==> src/rtl/bias_scale_pkg.sv <==
// Shared definitions for the bias/scale parameter store.
// Holds the word/array geometry, the loader FSM state type and the
// {layer, ch} address packing used by both the writer (this loader)
// and the reader, so the two address maps cannot drift apart.
package bias_scale_pkg;

  localparam int BIAS_WIDTH  = 32;   // multiple of 8
  localparam int SCALE_WIDTH = 16;   // multiple of 8
  localparam int LAYER_NUM   = 8;    // power of 2
  localparam int CH_NUM      = 64;   // power of 2, at most 256

  localparam int LW         = $clog2(LAYER_NUM);
  localparam int CW         = $clog2(CH_NUM);
  localparam int ADDR_WIDTH = LW + CW;

  // Bytes per record: bias bytes, then scale bytes, both LSB first.
  localparam int BB  = BIAS_WIDTH / 8;
  localparam int SB  = SCALE_WIDTH / 8;
  localparam int RB  = BB + SB;
  localparam int BCW = $clog2(RB);

  // Width of the discard byte counter; 256 records of RB bytes fit.
  localparam int DISC_W = 16;

  typedef enum logic [2:0] {
    ST_IDLE,
    ST_HDR,
    ST_LOAD,
    ST_DISCARD,
    ST_DONE
  } loader_state_t;

  // RAM address is a plain bit concatenation, never a multiply.
  function automatic logic [ADDR_WIDTH-1:0] pack_addr(
    input logic [LW-1:0] layer,
    input logic [CW-1:0] ch
  );
    return {layer, ch};
  endfunction

endpackage

==> src/rtl/bias_scale_loader_word_assembler.sv <==
// bs_word_assembler: collects one record of RB stream bytes into a bias
// word and a scale word, little-endian.
// Ports:
//   clk, rst   : clock, synchronous active-high reset
//   take       : a record byte transfers this cycle
//   data       : the byte being transferred
//   rec_bias   : assembled bias word
//   rec_scale  : assembled scale word, including the byte on 'data'
//                so it is complete on the cycle rec_done is high
//   rec_done   : the final byte of a record transfers this cycle
module bs_word_assembler
  import bias_scale_pkg::*;
(
  input  logic                   clk,
  input  logic                   rst,
  input  logic                   take,
  input  logic [7:0]             data,
  output logic [BIAS_WIDTH-1:0]  rec_bias,
  output logic [SCALE_WIDTH-1:0] rec_scale,
  output logic                   rec_done
);

  localparam logic [BCW-1:0] LAST_BYTE = BCW'(RB - 1);

  logic [BCW-1:0]         byte_cnt;
  logic [BIAS_WIDTH-1:0]  bias_q;
  logic [SCALE_WIDTH-1:0] scale_q;

  assign rec_done = take && (byte_cnt == LAST_BYTE);
  assign rec_bias = bias_q;

  // The last record byte is always the top scale lane; merge it in
  // directly so the writer can register a complete word on rec_done.
  always_comb begin
    rec_scale = scale_q;
    rec_scale[SCALE_WIDTH-8 +: 8] = data;
  end

  // Byte k of the record lands in lane k of bias, then lane k-BB of
  // scale. The counter only moves on a real transfer, so stalls hold it.
  always_ff @(posedge clk) begin
    if (rst) begin
      byte_cnt <= '0;
      bias_q   <= '0;
      scale_q  <= '0;
    end else if (take) begin
      if (int'(byte_cnt) < BB) begin
        bias_q[int'(byte_cnt)*8 +: 8] <= data;
      end else begin
        scale_q[(int'(byte_cnt) - BB)*8 +: 8] <= data;
      end
      byte_cnt <= rec_done ? '0 : byte_cnt + 1'b1;
    end
  end

endmodule

==> src/rtl/bias_scale_loader.sv <==
// bias_scale_loader: writer side of the bias/scale parameter store.
// Parses per-layer packets (layer byte, channel-count-minus-1 byte, then
// one bias+scale record per channel) from a byte stream and issues one
// RAM write per channel.
// Ports:
//   clk, rst          : clock, synchronous active-high reset
//   s_data/s_valid    : incoming stream byte and its valid
//   s_ready           : loader accepts a byte this cycle
//   clr_mask          : clears loaded_mask
//   wr_en             : one-cycle write strobe
//   wr_addr           : {layer, ch} write address
//   wr_bias/wr_scale  : write data, held until the next write
//   busy              : a packet is in progress
//   done              : one-cycle pulse, good packet finished
//   err               : one-cycle pulse, bad header seen
//   loaded_mask       : bit i set once layer i has been loaded
module bias_scale_loader
  import bias_scale_pkg::*;
(
  input  logic                   clk,
  input  logic                   rst,
  input  logic [7:0]             s_data,
  input  logic                   s_valid,
  output logic                   s_ready,
  input  logic                   clr_mask,
  output logic                   wr_en,
  output logic [ADDR_WIDTH-1:0]  wr_addr,
  output logic [BIAS_WIDTH-1:0]  wr_bias,
  output logic [SCALE_WIDTH-1:0] wr_scale,
  output logic                   busy,
  output logic                   done,
  output logic                   err,
  output logic [LAYER_NUM-1:0]   loaded_mask
);

  loader_state_t state;

  logic [7:0]             layer_q;
  logic [CW-1:0]          n1_q;
  logic [CW-1:0]          ch_q;
  logic [DISC_W-1:0]      disc_left;

  logic                   xfer;
  logic                   take;
  logic                   hdr_bad;
  logic [DISC_W-1:0]      disc_total;
  logic [LAYER_NUM-1:0]   layer_onehot;
  logic                   rec_done;
  logic [BIAS_WIDTH-1:0]  rec_bias;
  logic [SCALE_WIDTH-1:0] rec_scale;

  // Ready is gated by rst so no byte can slip in on the reset cycle.
  assign s_ready = !rst && (state != ST_DONE);
  assign busy    = (state != ST_IDLE);
  assign xfer    = s_valid && s_ready;
  assign take    = xfer && (state == ST_LOAD);

  // The full layer byte takes part in the range check; only the low LW
  // bits are used for addressing once the check has passed.
  assign hdr_bad = ({1'b0, layer_q} >= 9'(LAYER_NUM)) ||
                   ({1'b0, s_data}  >= 9'(CH_NUM));

  // Bytes to skip after a bad header, minus one: (N1+1)*RB - 1.
  assign disc_total = (DISC_W'(s_data) + DISC_W'(1)) * DISC_W'(RB) - DISC_W'(1);

  assign layer_onehot = LAYER_NUM'(1) << layer_q[LW-1:0];

  bs_word_assembler u_asm (
    .clk       (clk),
    .rst       (rst),
    .take      (take),
    .data      (s_data),
    .rec_bias  (rec_bias),
    .rec_scale (rec_scale),
    .rec_done  (rec_done)
  );

  // Packet FSM. wr_en, done and err are registered pulses; the write of
  // the last record and done are launched on the same edge so they
  // appear together in the DONE cycle.
  always_ff @(posedge clk) begin
    if (rst) begin
      state       <= ST_IDLE;
      layer_q     <= '0;
      n1_q        <= '0;
      ch_q        <= '0;
      disc_left   <= '0;
      wr_en       <= 1'b0;
      wr_addr     <= '0;
      wr_bias     <= '0;
      wr_scale    <= '0;
      done        <= 1'b0;
      err         <= 1'b0;
      loaded_mask <= '0;
    end else begin
      wr_en <= 1'b0;
      done  <= 1'b0;
      err   <= 1'b0;

      if (clr_mask) begin
        loaded_mask <= '0;
      end

      case (state)
        ST_IDLE: begin
          if (xfer) begin
            layer_q <= s_data;
            state   <= ST_HDR;
          end
        end

        ST_HDR: begin
          if (xfer) begin
            n1_q <= s_data[CW-1:0];
            ch_q <= '0;
            if (hdr_bad) begin
              err       <= 1'b1;
              disc_left <= disc_total;
              state     <= ST_DISCARD;
            end else begin
              state <= ST_LOAD;
            end
          end
        end

        ST_LOAD: begin
          if (rec_done) begin
            wr_en    <= 1'b1;
            wr_addr  <= pack_addr(layer_q[LW-1:0], ch_q);
            wr_bias  <= rec_bias;
            wr_scale <= rec_scale;
            if (ch_q == n1_q) begin
              done  <= 1'b1;
              state <= ST_DONE;
            end else begin
              ch_q <= ch_q + 1'b1;
            end
          end
        end

        ST_DISCARD: begin
          if (xfer) begin
            if (disc_left == '0) begin
              state <= ST_IDLE;
            end else begin
              disc_left <= disc_left - 1'b1;
            end
          end
        end

        ST_DONE: begin
          // A simultaneous clr_mask wipes the other bits but this
          // layer's bit is still set.
          loaded_mask <= (clr_mask ? '0 : loaded_mask) | layer_onehot;
          state       <= ST_IDLE;
        end

        default: begin
          state <= ST_IDLE;
        end
      endcase
    end
  end

endmodule
==> config.mk <==
export PLATFORM = sky130hd
export DESIGN_NAME = bias_scale_loader
export DESIGN_NICKNAME = d
export VERILOG_FILES = /design/src/rtl/bias_scale_pkg.sv /design/src/rtl/bias_scale_loader_word_assembler.sv /design/src/rtl/bias_scale_loader.sv
export SDC_FILE = /design/constraint.sdc
export NUM_CORES = 1
export LEC_CHECK = 0
export CORE_MARGIN = 2
export CORE_UTILIZATION = 35
export DETAILED_ROUTE_END_ITERATION = 6
export GPL_TIMING_DRIVEN = 0
export PLACE_DENSITY_LB_ADDON = 0.12
export SETUP_SLACK_MARGIN = 0.3
export SLEW_MARGIN = 5
export SYNTH_ARGS = -nofsm -noshare
export SYNTH_HDL_FRONTEND = slang
export SYNTH_SLANG_ARGS = --single-unit
==> constraint.sdc <==
create_clock -name clk -period 5.41 [get_ports clk]
set_input_delay 1.082 -clock clk [delete_from_list [all_inputs] [get_ports clk]]
set_output_delay 1.082 -clock clk [all_outputs]
set_load 0.02 [all_outputs]
==> results.txt <==
- Result of the run: finished, final reports clean
- The design draws roughly 2.6 mW.
- In the layout the commonest cells are sky130_fd_sc_hd__dfxtp_1, sky130_fd_sc_hd__nand2_1, sky130_fd_sc_hd__nor2_1, sky130_fd_sc_hd__clkdlybuf4s50_1, sky130_fd_sc_hd__o21ai_0.
- In this run, the number of DRC markers left after iteration 0 of detailed routing was 440.
* Leakage: approximately 3.2 nW
* Top cells by area, synth: sky130_fd_sc_hd__dfxtp_1, sky130_fd_sc_hd__nand2b_1, sky130_fd_sc_hd__mux2i_1
* H-tree level count: 4
- Number of buffers added by the clock tree synthesis step: 17
- In the finished design, the share of the clock period the worst path needs comes to between 80 and 90%.
* Actual slew at the worst max-slew pin: 0.879 ns
- At the worst endpoint, the required time is between 5 and 6 ns.
* Placed wire-length estimate: 13.5 mm
- Unrepaired setup endpoints after global routing: false
- In the routed layout, each cell is associated on average with a via count of between 5 and 6.
- Total global routing track utilization: about 19%
- In this run the worst path has a maximum fanout of 10.
- The first global-routing pass estimated 31.4 mm of wire.
* Final number of hold-violating endpoints: 0
- Max Freq: 208 MHz
- TritonCTS built the clock tree.
- Setup violations remaining at the end of the flow were counted as 0.
- The first detailed-routing pass took 5 iterations.
- Data arrival time of the critical path: 5.16 ns
* Yosys warning total: 0
- Hold buffer count at CTS: 0
* Most common cell after layout, fill and taps aside: sky130_fd_sc_hd__dfxtp_1
* Buffer type at the clock tree root: sky130_fd_sc_hd__clkbuf_16
- Number of cells produced by synthesis: ~840
- Synthesis instantiated 65 different standard cells from the library.
- Summed over all failing endpoints, the final setup total negative slack is 0 ns.
- Sequential elements use between 40 and 50% of the synthesized area.
- Counting instances, the worst hold path has a depth of 2.
* Area growth syn-to-layout: 24.8%
- Average wire per cell in the routed design: approximately 16 um
- Number of global-route vias before repair: roughly 5800
- Cell type contributing the most total cell area after synthesis: sky130_fd_sc_hd__dfxtp_1
* Flip-flop and latch count after synthesis: 150
- Critical path launch point type: primary input
- Routability cong.: between 0.8 and 0.9
* Maximum number of pins on one net before global-route repair: 19
* Number of buffers on the longest clock path: 2
- EDFF count, synth: 0
- IR analysis of the VDD net gives a maximum drop of between 200 and 250 uV.
* Final nets: approximately 960
- The region available for standard cell placement spans ~20000 um2.
- After routing the design area is roughly 8700 um2.
- Netlist area before placement: between 6000 and 7000 um2
* Core occupancy in the finished layout: ~45%
* Count of pins on the block boundary: a little over 80
- Placed instance area: 8130 um2
- The number of cells on the worst reg-to-reg path is 10.
* Area share of the largest cell type after synthesis: a little over two fifths
* Final count of pins violating max slew: 0
- After global routing the overflow that remains totals 0.
- Synth Area per Inst: approximately 8.4 um2
* Die extent in y: ~150 um
* Sinks on the clock net: 150
- From left edge to right edge, the die measures 145 um.
- # Max-Cap Violations: 0
- DIE AREA: ~21000 um2
- Total inserted antenna cells: 0
* Crit. End Element: flip-flop
- Antenna violations before repair: 0
* Proportion of layout cells with a drive suffix above 1: under 10%
- By startpoint and endpoint, the worst setup path is classified as primary input to flip-flop.
* Count of input and output buffers: 80
- Dividing total power by cell area gives a power density of slightly below 300 nW/um2.
- Total vias in the final route: slightly above 6000
- Between clock sinks in the finished design, the worst skew comes to between 0.015 and 0.02 ns.
- Headroom to the max-slew limit: between 40 and 50%
- For this configuration, the core starts out at a cell density of a little over a third.
- At the later pin of the worst-skew pair, clock insertion delay measures 0.44 ns.
* Fraction of synthesis flops using an asynchronous set or reset pin: 0%
* CTS clock-pin slew for the worst setup and hold paths: 0.07 ns
* Overall routed net length: between 15 and 20 mm
* Path category of the worst min-delay check: flip-flop to flip-flop
- In the synthesized netlist the dominant register cell turns out to be sky130_fd_sc_hd__dfxtp_1.
* Post-route antenna net violation count: 0
* Synthesized net count: around 870
* Final worst path period need: 4.81 ns
- Standard-cell row count: ~50
* Number of remaining DRC errors: 0
## routing by layer
metal	GRT usage [%]	vias up	wire [um]
met5	0	-	0
met4	5.29	0	209
met3	3.45	19	700
met2	29.5	119	8990
met1	25.8	2931	9550
li1	-	3107	-
## worst paths after layout
kind                                          from            endpoint  slack (ns)
worst min register to register  u_asm.rec_bias[19]  u_asm.rec_bias[19]        0.45
worst max-delay path                     s_data[0]       disc_left[14]        0.60
worst min-delay path            u_asm.rec_bias[19]  u_asm.rec_bias[19]        0.45
worst max register to register   u_asm.byte_cnt[0]    u_asm.scale_q[0]        2.40
## state kept, by name, indices dropped and copies added (netlist names), 8 cells and up
name,count
disc_left,16
wr_bias,32
u_asm.rec_bias,32
wr_scale,16
loaded_mask,8
layer_q,8
u_asm.scale_q,8
wr_addr,9
## layout make-up
| class | instances | area (um2) |
|---|---|---|
| buffer | 54 | 219 |
| clock buffer | 17 | 425 |
| clock inverter | 15 | 175 |
| fill | 2036 | 10800 |
| inverter | 16 | 60.1 |
| multi-input combinational | 615 | 3720 |
| sequential | 150 | 3000 |
| tap | 265 | 332 |
| timing repair buffer | 80 | 801 |
## cell usage after synthesis, drive strengths merged (4+ instances only)
cell type and count:
xnor2 21, a211oi 7, or3 7, mux2i 37, ha 18, nor2 85, inv 16, nand4 5
nor2b 7, clkbuf 51, and3 5, nor3 19, nor3b 4, xor2 5, o31ai 4, a22oi 12
o21ai 78, o22ai 5, o211ai 7, nor4 5, nand3 33, nand2b 61, or4 4, dfxtp 150
nand2 97, a21oi 41, nand3b 5
## logic make-up after synthesis
| family | count (synthesis) | share of synthesized area, % |
|---|---|---|
| xor+xnor | 27 | 3.58 |
| buf+inv | 70 | 3.97 |
| fa+ha+maj | 18 | 3.22 |
| simple gates | 350 | 24.8 |
| mux | 37 | 5.29 |
| compound gates | 183 | 16.3 |
| flops | 150 | 42.9 |
## power by group
part,switching [mW],leakage (nW),total (mW),internal (mW)
clock network,0.565,0.295,1.19,0.625
logic,0.157,1.71,0.254,0.0968
registers,0.00772,1.21,1.12,1.11
## timing repair
action,4_1_cts,5_1_grt
gates resized for setup,0,2
endpoints found under the setup margin,0,1
buffers inserted,0,0
## through the flow
step	worst slack [ns]	cells	hold slack [ns]
after floorplan	1.55	835	0.424
after global placement	0.195	1180	0.441
after detailed placement	0.194	1180	0.438
after CTS	0.468	1212	0.454
after global routing	0.452	1212	0.480
final	0.599	1212	0.454
## critical path, stage by stage
cell,delay [ns]
sky130_fd_sc_hd__clkdlybuf4s50_1,0.54
sky130_fd_sc_hd__clkbuf_1,0.66
sky130_fd_sc_hd__and3_1,0.27
sky130_fd_sc_hd__nand3_1,0.12
sky130_fd_sc_hd__xnor2_1,0.37
sky130_fd_sc_hd__ha_1,0.36
sky130_fd_sc_hd__and3_4,0.23
sky130_fd_sc_hd__or2_1,0.23
sky130_fd_sc_hd__buf_6,0.14
sky130_fd_sc_hd__a2111oi_4,0.38
sky130_fd_sc_hd__o22ai_2,0.18
sky130_fd_sc_hd__nand4b_1,0.37
sky130_fd_sc_hd__a21oi_1,0.22
No activity file was read; power rests on OpenSTA's default activity.
